==> src/rtl/muldiv_pkg.sv <==
// rtl/muldiv_pkg.sv - shared op/state encodings and sizing helper for the iterative mul/div unit
package muldiv_pkg;

  localparam logic [1:0] OP_MUL   = 2'b00;
  localparam logic [1:0] OP_MULHU = 2'b01;
  localparam logic [1:0] OP_DIVU  = 2'b10;
  localparam logic [1:0] OP_REMU  = 2'b11;

  typedef enum logic [1:0] {
    IDLE = 2'b00,
    RUN  = 2'b01,
    DONE = 2'b10
  } state_e;

  function automatic int cnt_width(input int dbits);
    return (dbits < 2) ? 1 : $clog2(dbits);
  endfunction

endpackage

==> src/rtl/muldiv_step.sv <==
// rtl/muldiv_step.sv - one combinational iteration: shift-add multiply or restoring-divide trial subtract
module muldiv_step #(
  parameter int DBITS = 32
) (
  input  logic             is_div,
  input  logic [DBITS-1:0] acc_in,
  input  logic [DBITS-1:0] lo_in,
  input  logic [DBITS-1:0] b_in,
  output logic [DBITS-1:0] acc_out,
  output logic [DBITS-1:0] lo_out
);

  logic [DBITS:0] sum;
  logic [DBITS:0] shifted;
  logic           ge;

  always_comb begin
    // Multiply: acc:lo is the product register, lo[0] is the next multiplier bit.
    sum     = {1'b0, acc_in} + {1'b0, (lo_in[0] ? b_in : {DBITS{1'b0}})};
    // Divide: acc is the partial remainder, lo shifts dividend out and quotient in.
    shifted = {acc_in, lo_in[DBITS-1]};
    ge      = (shifted >= {1'b0, b_in});
    acc_out = '0;
    lo_out  = '0;
    if (is_div) begin
      // A passing trial leaves a remainder below b_in, so DBITS bits suffice.
      acc_out = ge ? (shifted[DBITS-1:0] - b_in) : shifted[DBITS-1:0];
      lo_out  = {lo_in[DBITS-2:0], ge};
    end else begin
      acc_out = sum[DBITS:1];
      lo_out  = {sum[0], lo_in[DBITS-1:1]};
    end
  end

endmodule

==> src/rtl/muldiv_unit.sv <==
// rtl/muldiv_unit.sv - iterative unsigned MUL/MULHU/DIVU/REMU with a one-cycle register-file write request
module muldiv_unit
  import muldiv_pkg::*;
#(
  parameter int DBITS = 32
) (
  input  logic             clk,
  input  logic             reset_n,
  input  logic             start,
  input  logic [1:0]       op,
  input  logic [DBITS-1:0] opa,
  input  logic [DBITS-1:0] opb,
  input  logic [3:0]       rd_in,
  output logic             busy,
  output logic             done,
  output logic             wrt_en,
  output logic [3:0]       rd_out,
  output logic [DBITS-1:0] result
);

  localparam int CW = cnt_width(DBITS);
  localparam logic [CW-1:0] LAST = CW'(DBITS - 1);

  state_e           state_q, state_d;
  logic [CW-1:0]    cnt_q, cnt_d;
  logic [1:0]       op_q, op_d;
  logic [DBITS-1:0] acc_q, acc_d;
  logic [DBITS-1:0] lo_q, lo_d;
  logic [DBITS-1:0] b_q, b_d;
  logic [3:0]       rd_q, rd_d;
  logic [3:0]       rd_out_q, rd_out_d;
  logic [DBITS-1:0] result_q, result_d;

  logic             is_div;
  logic [DBITS-1:0] step_acc, step_lo;

  assign is_div = (op_q == OP_DIVU) || (op_q == OP_REMU);

  muldiv_step #(.DBITS(DBITS)) u_step (
    .is_div  (is_div),
    .acc_in  (acc_q),
    .lo_in   (lo_q),
    .b_in    (b_q),
    .acc_out (step_acc),
    .lo_out  (step_lo)
  );

  always_comb begin
    state_d  = state_q;
    cnt_d    = cnt_q;
    op_d     = op_q;
    acc_d    = acc_q;
    lo_d     = lo_q;
    b_d      = b_q;
    rd_d     = rd_q;
    rd_out_d = rd_out_q;
    result_d = result_q;
    case (state_q)
      IDLE: begin
        if (start) begin
          op_d    = op;
          acc_d   = '0;
          lo_d    = opa;
          b_d     = opb;
          rd_d    = rd_in;
          cnt_d   = '0;
          state_d = RUN;
        end
      end
      RUN: begin
        acc_d = step_acc;
        lo_d  = step_lo;
        cnt_d = cnt_q + CW'(1);
        if (cnt_q == LAST) begin
          state_d  = DONE;
          rd_out_d = rd_q;
          // Low product and quotient both end up in lo; high product and remainder in acc.
          case (op_q)
            OP_MUL, OP_DIVU: result_d = step_lo;
            default:         result_d = step_acc;
          endcase
        end
      end
      DONE:    state_d = IDLE;
      default: state_d = IDLE;
    endcase
  end

  always_ff @(posedge clk or negedge reset_n) begin
    if (!reset_n) begin
      state_q  <= IDLE;
      cnt_q    <= '0;
      op_q     <= '0;
      acc_q    <= '0;
      lo_q     <= '0;
      b_q      <= '0;
      rd_q     <= '0;
      rd_out_q <= '0;
      result_q <= '0;
    end else begin
      state_q  <= state_d;
      cnt_q    <= cnt_d;
      op_q     <= op_d;
      acc_q    <= acc_d;
      lo_q     <= lo_d;
      b_q      <= b_d;
      rd_q     <= rd_d;
      rd_out_q <= rd_out_d;
      result_q <= result_d;
    end
  end

  assign busy   = (state_q == RUN) || (state_q == DONE);
  assign done   = (state_q == DONE);
  assign wrt_en = (state_q == DONE);
  assign rd_out = rd_out_q;
  assign result = result_q;

endmodule

==> config.mk <==
export PLATFORM = sky130hd
export DESIGN_NAME = muldiv_unit
export DESIGN_NICKNAME = d
export VERILOG_FILES = /design/src/rtl/muldiv_pkg.sv /design/src/rtl/muldiv_step.sv /design/src/rtl/muldiv_unit.sv
export SDC_FILE = /design/constraint.sdc
export NUM_CORES = 1
export LEC_CHECK = 0
export CAP_MARGIN = 20
export CORE_MARGIN = 8
export CORE_UTILIZATION = 58
export DETAILED_ROUTE_END_ITERATION = 6
export PLACE_DENSITY = 0.8
export SETUP_SLACK_MARGIN = 0.5
export SLEW_MARGIN = 20
export SYNTH_ARGS = -nofsm -noshare
export SYNTH_HDL_FRONTEND = slang
export SYNTH_SLANG_ARGS = --single-unit
==> constraint.sdc <==
create_clock -name clk -period 8.6 [get_ports clk]
set_clock_uncertainty 0.05 [all_clocks]
set_input_delay 1.29 -clock clk [delete_from_list [all_inputs] [get_ports clk]]
set_output_delay 1.29 -clock clk [all_outputs]
set_load 0.02 [all_outputs]
; Word-level counts from Yosys, hierarchy flattened
; Cells that the tools add are included.
[word_totals]
register_bits = 145
latch_bits = 0
ramBits = 0
romBits = 0
inputBits = 73
output_inout_bits = 39
elab_cells = 44
n_memories = 0
[op_classes]
n_addsub = 3
n_mul = 0
div = 0
order_cmp = 1
n_eq_ne = 7
shift = 0
muxes = 14
bitwise = 0
n_reduce_logical = 10
[ops]
columns = operator, n
row1 = $mux 32, 7
row2 = $pmux 32 s2, 2
row3 = $add 32x32->33, 1
row4 = $ge 33x32->1, 1
row5 = $sub 32x32->32, 1
row6 = $pmux 5 s2, 1
row7 = $reduce_and 2->1, 4
row8 = $eq 2x2->1 const B, 3
row9 = $add 5x1->5 const B, 1
row10 = $eq 5x5->1 const B, 1
row11 = $mux 5, 1
row12 = $logic_not 2->1, 2
row13 = $mux 2, 2
row14 = $ne 2x2->1 const B, 2
row15 = $pmux 2 s2, 1
row16 = $eq 2x1->1 const B, 1
row17 = $logic_or 1x1->1, 2
row18 = $reduce_bool 2->1, 1
row19 = $reduce_or 2->1, 1

; Depth between registers and ports, before layout
[logic_depth]
depth_word = 4
mapped_depth = 14
mapped_depth_nobuf = 13

; Modules after synthesis
; Synthesis repeated with hierarchy kept, for this count alone.
[hier_totals]
cells_unflattened = 1175
area_unflattened_um2 = 10859.2
[modules_own_cells]
columns = module, instances, cells_each, area_per_inst_um2, seq_area_each_um2
row1 = muldiv_unit, 1, 480, 6083.3, 3628.5
row2 = muldiv_step, 1, 695, 4775.8, 0.0

; Worst setup path before layout
; OpenSTA, ideal clock, no wires.
[synth_timing]
path_kind = reg-to-reg
start = register lo_q[0]
end = register result_q[26], in the netlist result[26]
setup_ps = 126
t_arrival_ps = 3094
t_required_ps = 8424
setup_slack_ps = 5330
stages_incl_launch_ff = 14
n_path_buf = 2
synth_period_minus_slack_ps = 3270
cell_sequence = dfrtp_1 -> clkbuf_1 -> and2_1 -> ha_1 -> clkbuf_1 -> nand4_1 -> a2111o_1 -> o32a_1 -> o21ai_1 -> a211oi_2 -> o221ai_1 -> xor2_1 -> a221o_1 -> a221o_1
[synth_via]
elab_chain_cells = 4
[synth_lines]
columns = element, line
row1 = "start, declared", muldiv_unit.sv:28  ; logic [DBITS-1:0] lo_q, lo_d;
row2 = "start signal, assigned", muldiv_unit.sv:105  ; lo_q <= lo_d;
row3 = $mux 32, muldiv_step.sv:19  ; sum = {1'b0, acc_in} + {1'b0, (lo_in[0] ? b_in : {DBITS{1'b0}})};
row4 = $add 32x32->33, muldiv_step.sv:19
row5 = $mux 32, muldiv_step.sv:25  ; if (is_div) begin
row6 = $mux 32, muldiv_unit.sv:78  ; case (op_q)
row7 = "end signal, assigned", muldiv_unit.sv:109  ; result_q <= result_d;
row8 = "end, declared", muldiv_unit.sv:32  ; logic [DBITS-1:0] result_q, result_d;
; No other way between the ends.
; A chain may end at the register's enable or synchronous reset.

; Worst setup path in the final report
[layout_timing]
start = register lo_q[0]
end = register acc_q[27]
[layout_via]
elab_chain_cells = 4
[layout_lines]
columns = element, line
row1 = $mux 32, muldiv_step.sv:19
row2 = $add 32x32->33, muldiv_step.sv:19
row3 = $mux 32, muldiv_step.sv:25
row4 = $pmux 32 s2, muldiv_unit.sv:58  ; case (state_q)
row5 = "end signal, assigned", muldiv_unit.sv:94  ; acc_q <= '0;
row6 = "end signal, assigned", muldiv_unit.sv:104  ; acc_q <= acc_d;
row7 = "end, declared", muldiv_unit.sv:27  ; logic [DBITS-1:0] acc_q, acc_d;
; No other way between the ends.

==> flow_summary.toml <==
[sta]
tightest_slew_ns = 1.067
slew_headroom_pct = 28.87
maxSlewViolCount = 0
grt_setup_unrepaired = "false"
setup_violations = 0
fmax_ghz = 0.2238
fin_crit_ns = 4.468
setup_tns_ns = 0
finalHoldViolCount = 0
post-route-period-util_pct = 51.95

[setup_path]
critical_path_arrival_ns = 4.77
slowest_delay_ns = 1.04
crit_type = "register to register"
cp_cell_sequence = "and2_1, ha_1, inv_1, fa_1, nor2b_1, o2111ai_1, and4b_1, o31ai_1, a2111oi_0, o2bb2ai_1, nor3_1, a21oi_1, o21ai_1"
cp-start-kind = "register"
r2r_end = "acc_q[27]$_DFFE_PN0P_"
cp_max_fo = 34
reg2reg_slack_ns = 4.13
critPathSlowestCell = "dfrtp_1"
worstReg2RegStart = "lo_q[0]$_DFFE_PN0P_"
cp-startpoint = "lo_q[0]$_DFFE_PN0P_"
crit_path_end_kind = "register"
endpoint = "acc_q[27]$_DFFE_PN0P_"
reg2regPathDepth = 13
worstPathRequired_ns = 8.90

[clock_network]
clock_sinks = 145
postCtsSetupRepairBufs = 0
post_cts_resized = 0
cts_root_buf = "clkbuf_16"
clk_pin_slew_ns = 0.07
hold_buffers = 0
cts_buffers = 17
cts_max_level = 4
clock_latency_ns = 0.44
cts_buffer_depth = 2
cts_tree = "done"

[yosys]
syn_inst = 1272
syn_nets = 1416
synth.distinct_cells = 78
ys_ff_latch = 145
synth_edf_count = 0
synthesis.area_sq_mm = 0.01082
async_reset_ff_share_pct = 100.0
avgSynthCellArea_sq_um = 8.507
ys.warnings.count = 0
synth_ff_type = "dfrtp_1"
yosysSeqAreaShare_pct = 33.53

[run_status]
status = "complete, no violations"

[power]
leakage_nw = 5.794
peakVddDrop_mv = 0.1665
power_density_mw_per_mm2 = 415.1

[layout]
synthToLayoutAreaGrowth_pct = 16.50
drive_above_1_share_pct = 8.519
final_nets = 1482
fill_cells = 1482
n_antenna_cell = 0
layout_common_cells = "nand2_1 (160), dfrtp_1 (144), clkdlybuf4s50_1 (110)"
layout_commonest_cell = "nand2_1"
fin_cells = 1584
fin_util_pct = 68.07

[die]
row_count = 50
pin_count = 112
die_area_sq_mm = 0.02328
dieHeight_um = 152.6
initial_core_util_pct = 58.43
design.core.area_sq_mm = 0.01852
die_x_um = 152.6

[drt]
post_drt_wl_per_cell_um = 20.92
via_count = 10204
dr.first_iter.drc_count = 1131
antenna_left = 0
first_pass_iters = 5
wirelength_mm = 33.14
viasPerCell = 6.442
drc_errors = 0

[grt]
track_usage_pct = 28.27
grt_pass1_wl_mm = 53.37
grt_pass1_vias = 9954
grt_max_degree = 97
antenna_found_initial = 0
grt-ovfl-total = 0

[hold_path]
hold_path.class = "register to register"
hp-start = "rd_q[2]$_DFFE_PN0P_"

[run]
cap_violations = 0

[placed_design]
dp_hpwl_mm = 24.34
port_buffers = 111
dp.cells = 1553
finalWeightedCongestion = 1.016
worst max-delay path: cells and delay by family, from the launching register on:
family          cells  cell delay [ns]
compound gates      6             1.62
fa+ha+maj           2             0.61
buf+inv             1             0.07
flops               1             1.04
simple gates        4             1.00
logic make-up (layout without fill, tap and decap cells):
family                   after synthesis  in the layout  share of synthesized area [%]
AO/OA/AOI/OAI                        405            405                          23.83
multiplexers                          93             93                          9.262
flip-flops                           145            145                          33.53
buffers and inverters                127            205                          4.602
adder cells (fa/ha/maj)               71             71                          8.349
XOR/XNOR                              55             55                          4.452
AND/OR/NAND/NOR                      376            376                          15.97
power breakdown:
part           switching [W]  internal, W  leakage, nW
registers           0.000288     0.000917         1.86
logic                0.00201      0.00128         3.66
clock network       0.000358     0.000386        0.280
registers in the layout (all words and copies together) (netlist names):
name     count
acc_q       32
b_q         32
cnt_q        5
lo_q        32
op_q         2
rd_out       4
rd_q         4
result      32
state_q      2
cell type report:
| class | instances | area [sq um] | area share, % |
|---|---|---|---|
| Timing Repair Buffer | 119 | 1192 | 9.459 |
| Multi-Input combinational cell | 1000 | 6708 | 53.21 |
| Clock buffer | 17 | 425.4 | 3.375 |
| Tap cell | 234 | 292.8 | 2.323 |
| Clock inverter | 14 | 148.9 | 1.181 |
| Sequential cell | 145 | 3632 | 28.81 |
| Inverter | 55 | 206.4 | 1.638 |
cells in the mapped netlist (4+ instances only):
| cell | n | share of area [%] |
|---|---|---|
| a211oi_1 | 19 | 1.3 |
| a221o_1 | 5 | 0.46 |
| buf_2 | 8 | 0.37 |
| buf_1 | 5 | 0.17 |
| nand2b_1 | 6 | 0.35 |
| o211ai_1 | 5 | 0.35 |
| and3_1 | 12 | 0.69 |
| and2_1 | 35 | 2.0 |
| or3_1 | 4 | 0.23 |
| mux2_2 | 53 | 5.5 |
| a22oi_1 | 10 | 0.69 |
| xor2_1 | 25 | 2.0 |
| a211o_1 | 5 | 0.40 |
| o21a_1 | 8 | 0.56 |
| mux2i_1 | 36 | 3.3 |
| nand2_1 | 161 | 5.6 |
| mux2_1 | 4 | 0.42 |
| xnor2_1 | 30 | 2.4 |
| o21ai_1 | 36 | 1.7 |
| ha_1 | 69 | 8.0 |
| nor2_1 | 83 | 2.9 |
| nor3_1 | 17 | 0.79 |
| nand3_1 | 24 | 1.1 |
| a22o_1 | 20 | 1.6 |
| dfrtp_1 | 145 | 34 |
| a31oi_1 | 21 | 1.2 |
| o22ai_1 | 5 | 0.29 |
| a31o_2 | 4 | 0.32 |
| a21o_1 | 36 | 2.5 |
| o21ai_0 | 94 | 4.3 |
| clkbuf_1 | 56 | 1.9 |
| inv_1 | 54 | 1.9 |
| a21oi_1 | 97 | 4.5 |
| nand4_1 | 11 | 0.64 |
how the worst min path moves through the flow:
stage	slack, ns	cells past startpoint	to
after floorplan	0.38	2	rd_out[0]$_DFFE_PN0P_
after global placement	0.39	2	rd_out[3]$_DFFE_PN0P_
after detailed placement	0.40	2	rd_out[0]$_DFFE_PN0P_
after CTS	0.41	2	rd_out[2]$_DFFE_PN0P_
after global routing	0.45	2	rd_out[2]$_DFFE_PN0P_
final	0.41	2	rd_out[2]$_DFFE_PN0P_
through the flow:
step	total power, W	instance area, sq um	worst slack (ns)	hold slack (ns)
floorplan	0.003529	10820	5.330	0.3831
global placement	0.004278	12000	4.390	0.3907
detailed placement	0.004365	12030	4.193	0.3990
CTS	0.005137	12610	4.184	0.4116
global route	0.005566	12610	3.881	0.4517
finish	0.005232	12610	4.132	0.4149
per-layer routing:
metal / vias up / share of wire (%) / track usage (%)
met5: - / 0 / 0
met4: 0 / 2.6 / 9.425
met3: 85 / 9.7 / 5.927
met2: 571 / 44 / 43.16
met1: 4841 / 44 / 39.18
li1: 4707 / - / -
(Power assumes the default switching activity.)
